$ cat src/rtl/pn_pkg.sv
// Shared constants and LFSR step function for the PN spreading-code generator.
package pn_pkg;

  localparam int PN_LFSR_W   = 10;
  localparam int PN_CODE_LEN = (1 << PN_LFSR_W) - 1;
  localparam int PN_DIV_W    = 8;

  // x^10 + x^3 + 1, all-ones seed
  localparam logic [PN_LFSR_W-1:0] PN_TAPS = 10'h009;
  localparam logic [PN_LFSR_W-1:0] PN_SEED = 10'h3FF;

  function automatic logic [PN_LFSR_W-1:0] lfsr_next(
    input logic [PN_LFSR_W-1:0] lfsr,
    input logic [PN_LFSR_W-1:0] taps
  );
    return {^(lfsr & taps), lfsr[PN_LFSR_W-1:1]};
  endfunction

endpackage

$ cat src/rtl/pn_chip_timer.sv
// Chip-rate divider: a chip lasts div+1 clocks; div is sampled only at chip boundaries.
module pn_chip_timer
  import pn_pkg::*;
#(
  parameter int DIV_W = PN_DIV_W
) (
  input  logic             clk,
  input  logic             rst,
  input  logic             en,
  input  logic [DIV_W-1:0] div,
  output logic             chip_stb,
  output logic             chip_first
);

  logic [DIV_W-1:0] div_cnt;
  logic [DIV_W-1:0] div_q;
  logic             at_end;

  assign at_end     = (div_cnt == div_q);
  assign chip_stb   = en & at_end;
  assign chip_first = (div_cnt == '0);

  always_ff @(posedge clk) begin
    if (rst) begin
      div_cnt <= '0;
      div_q   <= div;
    end else if (en) begin
      if (at_end) begin
        div_cnt <= '0;
        div_q   <= div;
      end else begin
        div_cnt <= div_cnt + 1'b1;
      end
    end
  end

endmodule

$ cat src/rtl/pn_code_gen.sv
// Maximal-length PN code generator with programmable chip rate, epoch strobe
// and one-chip code-phase slips for the correlator's code search.
module pn_code_gen
  import pn_pkg::*;
#(
  parameter int                 LFSR_W = PN_LFSR_W,
  parameter logic [LFSR_W-1:0]  TAPS   = PN_TAPS,
  parameter logic [LFSR_W-1:0]  SEED   = PN_SEED,
  parameter int                 DIV_W  = PN_DIV_W
) (
  input  logic              clk,
  input  logic              rst,
  input  logic              en,
  input  logic [DIV_W-1:0]  div,
  input  logic              slip_req,
  output logic              slip_ack,
  output logic              code,
  output logic              chip_stb,
  output logic              epoch,
  output logic [LFSR_W-1:0] chip_idx,
  output logic [7:0]        epoch_cnt
);

  localparam int CODE_LEN = (1 << LFSR_W) - 1;

  logic [LFSR_W-1:0] lfsr;
  logic              chip_first;
  logic              last_chip;

  pn_chip_timer #(.DIV_W(DIV_W)) u_timer (
    .clk        (clk),
    .rst        (rst),
    .en         (en),
    .div        (div),
    .chip_stb   (chip_stb),
    .chip_first (chip_first)
  );

  assign code      = lfsr[0];
  assign epoch     = (chip_idx == '0) & chip_first;
  assign slip_ack  = chip_stb & slip_req;
  assign last_chip = (chip_idx == LFSR_W'(CODE_LEN - 1));

  // A slip simply skips one advance, so the current chip repeats for a full period.
  always_ff @(posedge clk) begin
    if (rst) begin
      lfsr      <= SEED;
      chip_idx  <= '0;
      epoch_cnt <= '0;
    end else if (chip_stb && !slip_req) begin
      if (last_chip) begin
        lfsr      <= SEED;
        chip_idx  <= '0;
        epoch_cnt <= epoch_cnt + 1'b1;
      end else begin
        lfsr      <= lfsr_next(lfsr, TAPS);
        chip_idx  <= chip_idx + 1'b1;
      end
    end
  end

endmodule

$ cat config.mk
export PLATFORM = sky130hd
export DESIGN_NAME = pn_code_gen
export DESIGN_NICKNAME = d
export VERILOG_FILES = /design/src/rtl/pn_pkg.sv /design/src/rtl/pn_chip_timer.sv /design/src/rtl/pn_code_gen.sv
export SDC_FILE = /design/constraint.sdc
export NUM_CORES = 1
export LEC_CHECK = 0
export BUFFER_PORTS_ARGS = -buffer_cell sky130_fd_sc_hd__buf_2
export CAP_MARGIN = 20
export CORE_MARGIN = 2
export CORE_UTILIZATION = 55
export DETAILED_ROUTE_END_ITERATION = 16
export GPL_ROUTABILITY_DRIVEN = 0
export PLACE_DENSITY_LB_ADDON = 0.3
export RECOVER_POWER = 50
export SYNTH_ARGS = -nofsm -noshare
export SYNTH_HDL_FRONTEND = slang
export SYNTH_HIERARCHICAL = 1
export SYNTH_SLANG_ARGS = --single-unit
$ cat constraint.sdc
create_clock -name clk -period 5 [get_ports clk]
set_clock_uncertainty 0.05 [all_clocks]
set_input_delay 1 -clock clk [delete_from_list [all_inputs] [get_ports clk]]
set_output_delay 1 -clock clk [all_outputs]
set_load 0.005 [all_outputs]
* Yosys cells after proc, flatten, opt, wreduce, memory -nomap -nowiden *
Index checks and enable logic that the tools add are counted.

word-level totals
  bits in registers = 44
  bits of input ports = 12
  output and inout port bits = 22
  logic and storage cells = 28

cells by class
  add/sub/neg operators = 3
  equal/unequal tests = 2
  muxes and demuxes = 6
  bitwise gates (word level) = 3
  reduce and logical (&&, ||, !) cells = 9

operators with widths
  cell                                           count
  2-to-1 mux 8 bit                               4
  2-to-1 mux 10 bit                              2
  adder 8 x 1 -> 8 bit, second input constant    2
  adder 10 x 1 -> 10 bit, second input constant  1
  == test 10 bit, second input constant          1
  zero test 10 bit                               1
  parity 10 bit                                  1
  == test 8 bit                                  1
  zero test 8 bit                                1
  AND reduction 2 bit                            2
  nonzero test 2 bit                             2
  AND 1 bit                                      3
  logical AND 1 bit                              1
  zero test 1 bit                                1

* Logic depth before layout (Yosys ltp) *
Gate-level depths: netlist (run 1).

  depth in word-level cells = 4
  depth in mapped cells = 9
  depth with buffers taken out = 7

* By module *
Netlist (run 1), hierarchy kept.

by module, submodules not included
  module         instances  cells an instance  area each (um2)
  pn_code_gen    1          146                1253.7
  pn_chip_timer  1          63                 775.7

* Worst setup path before layout (run 1) *
OpenSTA, ideal clock, no wires.

  path kind = input-to-reg
  start = input en
  end = register epoch_cnt[7]
  setup time = 0.070 ns
  arrival = 3.143 ns
  slack = 1.737 ns
  stages = 7
  buffers on the path = 1
  path through = buf_4 > nand2_2 > nor3_1 > nand3b_4 > or4_4 > or4_1 > a21oi_1

on the way
  cells in the longest elaborated chain, start to end = 3

RTL lines
  item                                  RTL line             text
  start, declared                       pn_code_gen.sv:13    input logic en,
  AND 1 bit                             pn_chip_timer.sv:20  assign chip_stb = en & at_end;
  named net chip_stb                    pn_code_gen.sv:18    output logic chip_stb,
  logical AND 1 bit                     pn_code_gen.sv:50    end else if (chip_stb && !slip_req) begin
  AND reduction 2 bit (no source line)  -
  end signal, assigned                  pn_code_gen.sv:54    epoch_cnt <= epoch_cnt + 1'b1;
  end, declared                         pn_code_gen.sv:21    output logic [7:0] epoch_cnt

The timed path passes the listed nets, and every way through them passes these cells.
A chain may end at the register's enable or synchronous reset.

* Final worst setup path (run 1) *
  start = input en
  end = output slip_ack

on the way
  cells in the longest elaborated chain, start to end = 2

RTL lines
  item           RTL line             text
  AND 1 bit      pn_chip_timer.sv:20
  AND 1 bit      pn_code_gen.sv:41    assign slip_ack = chip_stb & slip_req;
  end, declared  pn_code_gen.sv:16    output logic slip_ack,

No other way between the ends.

==> results of run 1 <==
## final timing paths
kind                            from      endpoint  slack, ps  depth (start not counted)
hold reg to reg              lfsr[2]       lfsr[2]        420                          2
setup reg to reg  u_timer/div_cnt[2]  epoch_cnt[7]       2050                          7
hold / removal               lfsr[2]       lfsr[2]        420                          2
setup / recovery                  en      slip_ack       1680                          5
## critical path, stage by stage
cell and delay [ps]:
clkbuf_1 280, nand2_2 90, nor3_1 580, and2_1 220, buf_2 110
## layer usage
layer	global-route usage	vias to the layer above
met1	0.214	684
met4	0.0638	0
met2	0.330	44
li1	-	783
met5	0	-
met3	0.0573	6
## state kept, by name (all words and copies together) (netlist names)
signal and flops:
u_timer/div_cnt 8, epoch_cnt 8, chip_idx 10, lfsr 10, u_timer/div_q 8
## Yosys cell counts, types with 2 or more instances
| library cell | number |
|---|---|
| dfxtp_1 | 36 |
| nand2_1 | 34 |
| nor2_1 | 24 |
| xnor2_1 | 17 |
| nand3_1 | 12 |
| edfxtp_1 | 8 |
| nor4_1 | 8 |
| xor2_1 | 8 |
| ha_1 | 6 |
| inv_1 | 6 |
| nand4_1 | 6 |
| a21oi_1 | 5 |
| clkbuf_1 | 3 |
| nor3_1 | 3 |
| mux2i_1 | 2 |
| o21ai_0 | 2 |
| or3_2 | 2 |
| xnor2_2 | 2 |
## where the power goes
part	switching, mW	leakage, nW	internal (mW)
clock	0.118	0.0510	0.110
combinational	0.0149	0.528	0.0154
sequential	0.00536	0.369	0.367
total	0.139	0.948	0.492
## through the flow
stage | std cells | cell area (µm²) | worst slack (ps)
6_report | 291 | 2290 | 1680
5_1_grt | 291 | 2290 | 1610
4_1_cts | 291 | 2310 | 1800
3_5_place_dp | 283 | 2220 | 1560
3_3_place_gp | 283 | 2220 | 1630
2_1_floorplan | 209 | 2030 | 1740
## cell type report
type	count	area [µm²]
Fill cell	340	1320
Multi-Input combinational cell	152	993
Sequential cell	44	961
Timing Repair Buffer	33	158
Clock buffer	6	82.6
Tap cell	48	60.1
Inverter	6	22.5
Clock inverter	2	10.0
## placed cells by master, fill, tap and decap left out, types with 2 or more instances in the layout
master | netlist | layout
xor2_1 | 8 | 8
clkbuf_8 | 0 | 6
inv_1 | 6 | 6
ha_1 | 6 | 6
a21oi_1 | 5 | 5
xnor2_1 | 17 | 17
nand4_1 | 6 | 6
edfxtp_1 | 8 | 8
clkinv_2 | 0 | 2
or3_2 | 2 | 2
nor3_1 | 3 | 3
o21ai_0 | 2 | 2
buf_2 | 1 | 27
nand3_1 | 12 | 12
o31ai_1 | 1 | 2
clkbuf_1 | 3 | 6
nand2_1 | 34 | 34
mux2i_1 | 2 | 2
nor4_1 | 8 | 8
nor2_1 | 24 | 24
dfxtp_1 | 36 | 36
xnor2_2 | 2 | 2
## kinds of logic (layout without fill, tap and decap cells)
logic type | Yosys count | after routing | share of synthesized area
AND/OR/NAND/NOR | 106 | 106 | 0.277
flip-flops | 44 | 44 | 0.473
XOR/XNOR | 28 | 28 | 0.137
buffers and inverters | 13 | 47 | 0.0302
AO/OA/AOI/OAI | 10 | 10 | 0.0351
adder cells (fa/ha/maj) | 6 | 6 | 0.0370
multiplexers | 2 | 2 | 0.00986
==> results.yml, run 1 <==
timing:
  slew_headroom: -0.295
  tns_ps: 0
  slew_viol_final: 17
  setup_viol: 0
  final_hold_viol_count: 0
  finalCritPeriodShare: 0.664
  fin_crit_ps: 3320
  rsz0062_at_grt: "no"
  tightest_slew_ps: 1930
  max_freq_mhz: 301
  fin_hold_ws_ps: 420
detailed_routing:
  drtPass1Iterations: 4
  drt-met1-wl_mm: 1.47
  top_layer: "met4"
  drc_errors: 0
  met2WireLength_mm: 1.69
  vias_per_cell: 5.21
  wl_met3_um: 186
  drtIter0Drc: 84
  ant_nets: 0
  vias: 1517
  wirelength_mm: 3.39
  wire_per_inst_um: 11.6
floorplan:
  die_x_um: 64.7
  io_pins: 34
  core-area_um2: 3610
  initial_core_util: 0.563
  dieArea_um2: 4190
  die_h_um: 64.7
  rows: 22
synthesis:
  synth.distinct_cells: 43
  synthTopCellsByArea: "dfxtp_1, edfxtp_1, xnor2_1, nand2_1, nor2_1"
  synth_top_area_cell: "dfxtp_1"
  ys_ff_latch: 44
  synth_nets: 227
  yosysTopAreaCellShare: 0.355
  ys_warn_count: 6
  async_reset_ff_frac: 0
  synth_cells: 209
  synth_edf_count: 8
  avgSynthCellArea_um2: 9.71
  syn-cell-area_um2: 2030
  ys_seq_area_frac: 0.473
  synth_flop_cell: "dfxtp_1"
grt:
  antenna_found_initial: 0
  grt_pass1_vias: 1424
  grt_usage: 0.187
  grt-ovfl-total: 0
  grt_pass1_wl_mm: 6.02
  grt_max_degree: 17
setup_path:
  critPathRequiredTime_ps: 3950
  start_kind: "primary input"
  cp-end-kind: "output pin"
  arrival_ps: 2270
  cp_max_fo: 7
  path_class: "primary input to output pin"
power:
  p_total_mw: 0.631
  p_leak_nw: 0.948
  p_per_area_nw_per_um2: 276
  vdd_drop_max_mv: 0.227
flow_run:
  drv_cap: 1
clocking:
  cts-root-buf: "clkbuf_8"
  htree_levels: 2
  cts_setup_buffers: 0
  clkTransAtPathRegs_ps: 70
  ctsHoldBuffers: 0
  cts_max_path_buffers: 2
  ctsResizeCount: 0
  cts_sinks: 44
  cts_tree: "done"
  cts_inserted_buffers: 5
  clkLatencyLatePin_ps: 300
final_layout:
  nets: 260
  drive_above_1_share: 0.202
  syn_to_final_growth_pct: 12.7
  fin_util: 0.634
  n_antenna_cell: 0
outcome:
  status: "complete, but fails checks"
  violations: "capacitance limit, slew limit"
hold_path:
  hold_class: "flip-flop to flip-flop"
place:
  port_buffers: 33
  dp_hpwl_mm: 2.45
No activity file was read; power rests on OpenSTA's default activity.
==> run 2: changes to the inputs <==
--- a/config.mk
+++ b/config.mk
@@ -5,6 +5,7 @@
 export SDC_FILE = /design/constraint.sdc
 export NUM_CORES = 1
 export LEC_CHECK = 0
+export ABC_AREA = 1
 export BUFFER_PORTS_ARGS = -buffer_cell sky130_fd_sc_hd__buf_2
 export CAP_MARGIN = 20
 export CORE_MARGIN = 2
==> constraint.sdc (replaced) <==
create_clock -name clk -period 3.1 [get_ports clk]
set_clock_uncertainty 0.05 [all_clocks]
set_input_delay 0.62 -clock clk [delete_from_list [all_inputs] [get_ports clk]]
set_output_delay 0.62 -clock clk [all_outputs]
set_load 0.005 [all_outputs]
==> run 2 against run 1 <==
Against the previous run:
- the run now ends clean
- critical path depth up 2
- final cell count up 30%
- cell area up 11%
- sequential cell count unchanged
- highest routed layer unchanged
- critical endpoint is now epoch
- clock-buffer cell count up 1
- global-route usage up 1.1 points
==> results.yml, run 2 <==
final_layout:
  n_antenna_cell: 0
  reg.largest.list: "chip_idx: 10 flops, lfsr: 10 flops"
  drive_above_1_share: 0.180
  ff_latch_area_um2: 961
  fillers: 365
  final_cell_mix: "nand2_1, inv_1, nor2_1, dfxtp_1, buf_2"
  layout_commonest_cell: "nand2_1"
  stdcell_count: 378
  multi_input_area_um2: 1080
  syn_to_final_growth_pct: 12.8
  nets: 345
setup_path:
  start_kind: "flip-flop"
  critPathCapture: "epoch"
  path_class: "flip-flop to output pin"
  arrival_ps: 1870
  cp-end-kind: "output pin"
  r2r_slack_ps: 850
  reg2reg_from: "u_timer/div_cnt[3]"
  crit_path_cell_trace: "inv_1 -> ha_1 -> nand3_1 -> nor4_1 -> nand4_1 -> nor4_1 -> buf_2"
  critPathRequiredTime_ps: 2430
  r2r_cells: 6
  cp_max_fo: 4
  cpMostUsedCell: "nor4_1"
  crit_slowest_cell: "dfxtp_1"
  reg2reg_to: "u_timer/div_q[6]"
  cpPeakStageDelay_ps: 350
  startpoint: "u_timer/div_cnt[1]"
power:
  p_per_area_nw_per_um2: 403
  power_frac_clock: 0.363
  sw_frac_of_total: 0.224
  pwr-share-seq: 0.585
  p_total_mw: 1.02
  switchingPower_mw: 0.229
  comb_power_share: 0.052
  vdd_drop_max_mv: 0.254
  p_leak_nw: 1.15
  power.internal_mw: 0.793
synthesis:
  ys_seq_area_frac: 0.428
  ys_ff_latch: 44
  ys_warn_count: 6
  async_reset_ff_frac: 0
  synthTopCellsByArea: "dfxtp_1, nand2_1, edfxtp_1, inv_1, nor2_1"
  netlist_top_cells_count: "nand2_1, inv_1, dfxtp_1, nor2_1, nand3_1"
  syn-cell-area_um2: 2250
  synth.distinct_cells: 28
  synth_cells: 288
  synth_top_area_cell: "dfxtp_1"
  synth_flop_cell: "dfxtp_1"
  avgSynthCellArea_um2: 7.80
  synth_top_family_by_area: "simple AND/OR/NAND/NOR gates"
  synth_nets: 306
  yosysMostFrequentCell: "nand2_1"
  synth.area.mux_share: 0
  synth-xor-area-share: 0.0429
  synth_edf_count: 8
  synth_compound_area_frac: 0.0919
  synth_simple_gate_area_frac: 0.318
  yosysTopAreaCellShare: 0.321
  synthAdderAreaFrac: 0.0334
place:
  pre_cts_ws_ps: 823
  dp_cells: 370
  port_buffers: 33
  dp_hpwl_mm: 3.20
timing:
  setup_slack_ps: 556
  fin_crit_ps: 2540
  max_freq_mhz: 393
  final_hold_viol_count: 0
  finalCritPeriodShare: 0.821
  slew_headroom: 0.137
  tightest_slew_ps: 1290
  rsz0062_at_grt: "no"
  setup_viol: 0
  slew_viol_final: 0
  tns_ps: 0
floorplan:
  rows: 23
  die_h_um: 67.9
  io_pins: 34
  die_x_um: 67.9
  initial_core_util: 0.566
  dieArea_um2: 4610
  core-area_um2: 3970
detailed_routing:
  wirelength_mm: 4.25
  drc_errors: 0
  ant_nets: 0
  drtPass1Iterations: 5
  wire_per_inst_um: 11.2
  vias_per_cell: 4.98
  vias: 1884
  drtIter0Drc: 107
grt:
  grt_pass1_vias: 1670
  grt_max_degree: 17
  antenna_found_initial: 0
  grt-ovfl-total: 0
  grt_pass1_wl_mm: 6.87
  grt_usage: 0.198
clocking:
  cts_max_path_buffers: 2
  clkLatencyLatePin_ps: 290
  cts_setup_buffers: 0
  cts_inserted_buffers: 5
  ctsHoldBuffers: 0
  htree_levels: 2
  cts-root-buf: "clkbuf_8"
  cts_tree: "done"
  clkTransAtPathRegs_ps: 80
  ctsResizeCount: 0
  cts_sinks: 44
flow_run:
  drv_cap: 0
outcome:
  status: "complete, no violations"
hold_path:
  hold_class: "flip-flop to flip-flop"
[run 2: cell count changes after synthesis, sizes merged, moves of 6 or more]
cell / before / now
o211ai: 1 / 9
inv: 6 / 43
nor2: 24 / 42
xnor2: 20 / 4
nor4: 8 / 2
nand2: 35 / 84
[run 2: worst min path at each step]
stage | start | to | slack [ps] | cells past startpoint
after floorplan | lfsr[1] | lfsr[0] | 400 | 2
after global placement | lfsr[1] | lfsr[0] | 410 | 2
after detailed placement | lfsr[7] | lfsr[6] | 410 | 2
after CTS | lfsr[7] | lfsr[6] | 430 | 2
after global routing | div[7] | u_timer/div_q[7] | 440 | 1
final | lfsr[7] | lfsr[6] | 430 | 2
[run 2: cell families (layout without fill, tap and decap cells)]
family	count (synthesis)	after routing
AND/OR/NAND/NOR	156	156
buffers and inverters	46	86
flip-flops	44	44
AO/OA/AOI/OAI	25	25
XOR/XNOR	11	11
adder cells (fa/ha/maj)	6	6
[run 2: area by class of cell]
cell class / instances / share of cell area
repair buffers: 35 / 0.0672
well taps: 50 / 0.0247
multi-input cells: 198 / 0.427
clock inverters: 1 / 0.00296
clock buffers: 7 / 0.0341
flip-flops and latches: 44 / 0.379
inverters: 43 / 0.0647
[run 2: critical path, delay by kind of cell, from the launching register on]
family	cells	cell delay, ps
adders and majority gates	1	150
and+or+nand+nor	4	810
DFF	1	350
buffers and inverters	2	270
[run 2: per-stage QoR]
step | cell area [µm²] | hold slack (ps) | utilization
detailed placement | 2460 | 412 | 0.620
finish | 2530 | 428 | 0.638
global route | 2530 | 438 | 0.638
CTS | 2550 | 432 | 0.643
global placement | 2460 | 409 | 0.620
floorplan | 2250 | 398 | -
[run 2: layer usage]
layer | global-route usage | routed length, µm
met3 | 0.0543 | 188
met4 | 0.0750 | 63
met1 | 0.237 | 1940
met2 | 0.336 | 2060
met5 | 0 | 0
[run 2: power groups by stage]
stage / Combinational (mW) / Clock [mW] / Sequential, mW
after global placement: 0.0535 / 0 / 0.610
after CTS: 0.0551 / 0.383 / 0.597
after global routing: 0.0601 / 0.403 / 0.598
after floorplan: 0.0385 / 0 / 0.609
final: 0.0533 / 0.371 / 0.597
after detailed placement: 0.0545 / 0 / 0.610
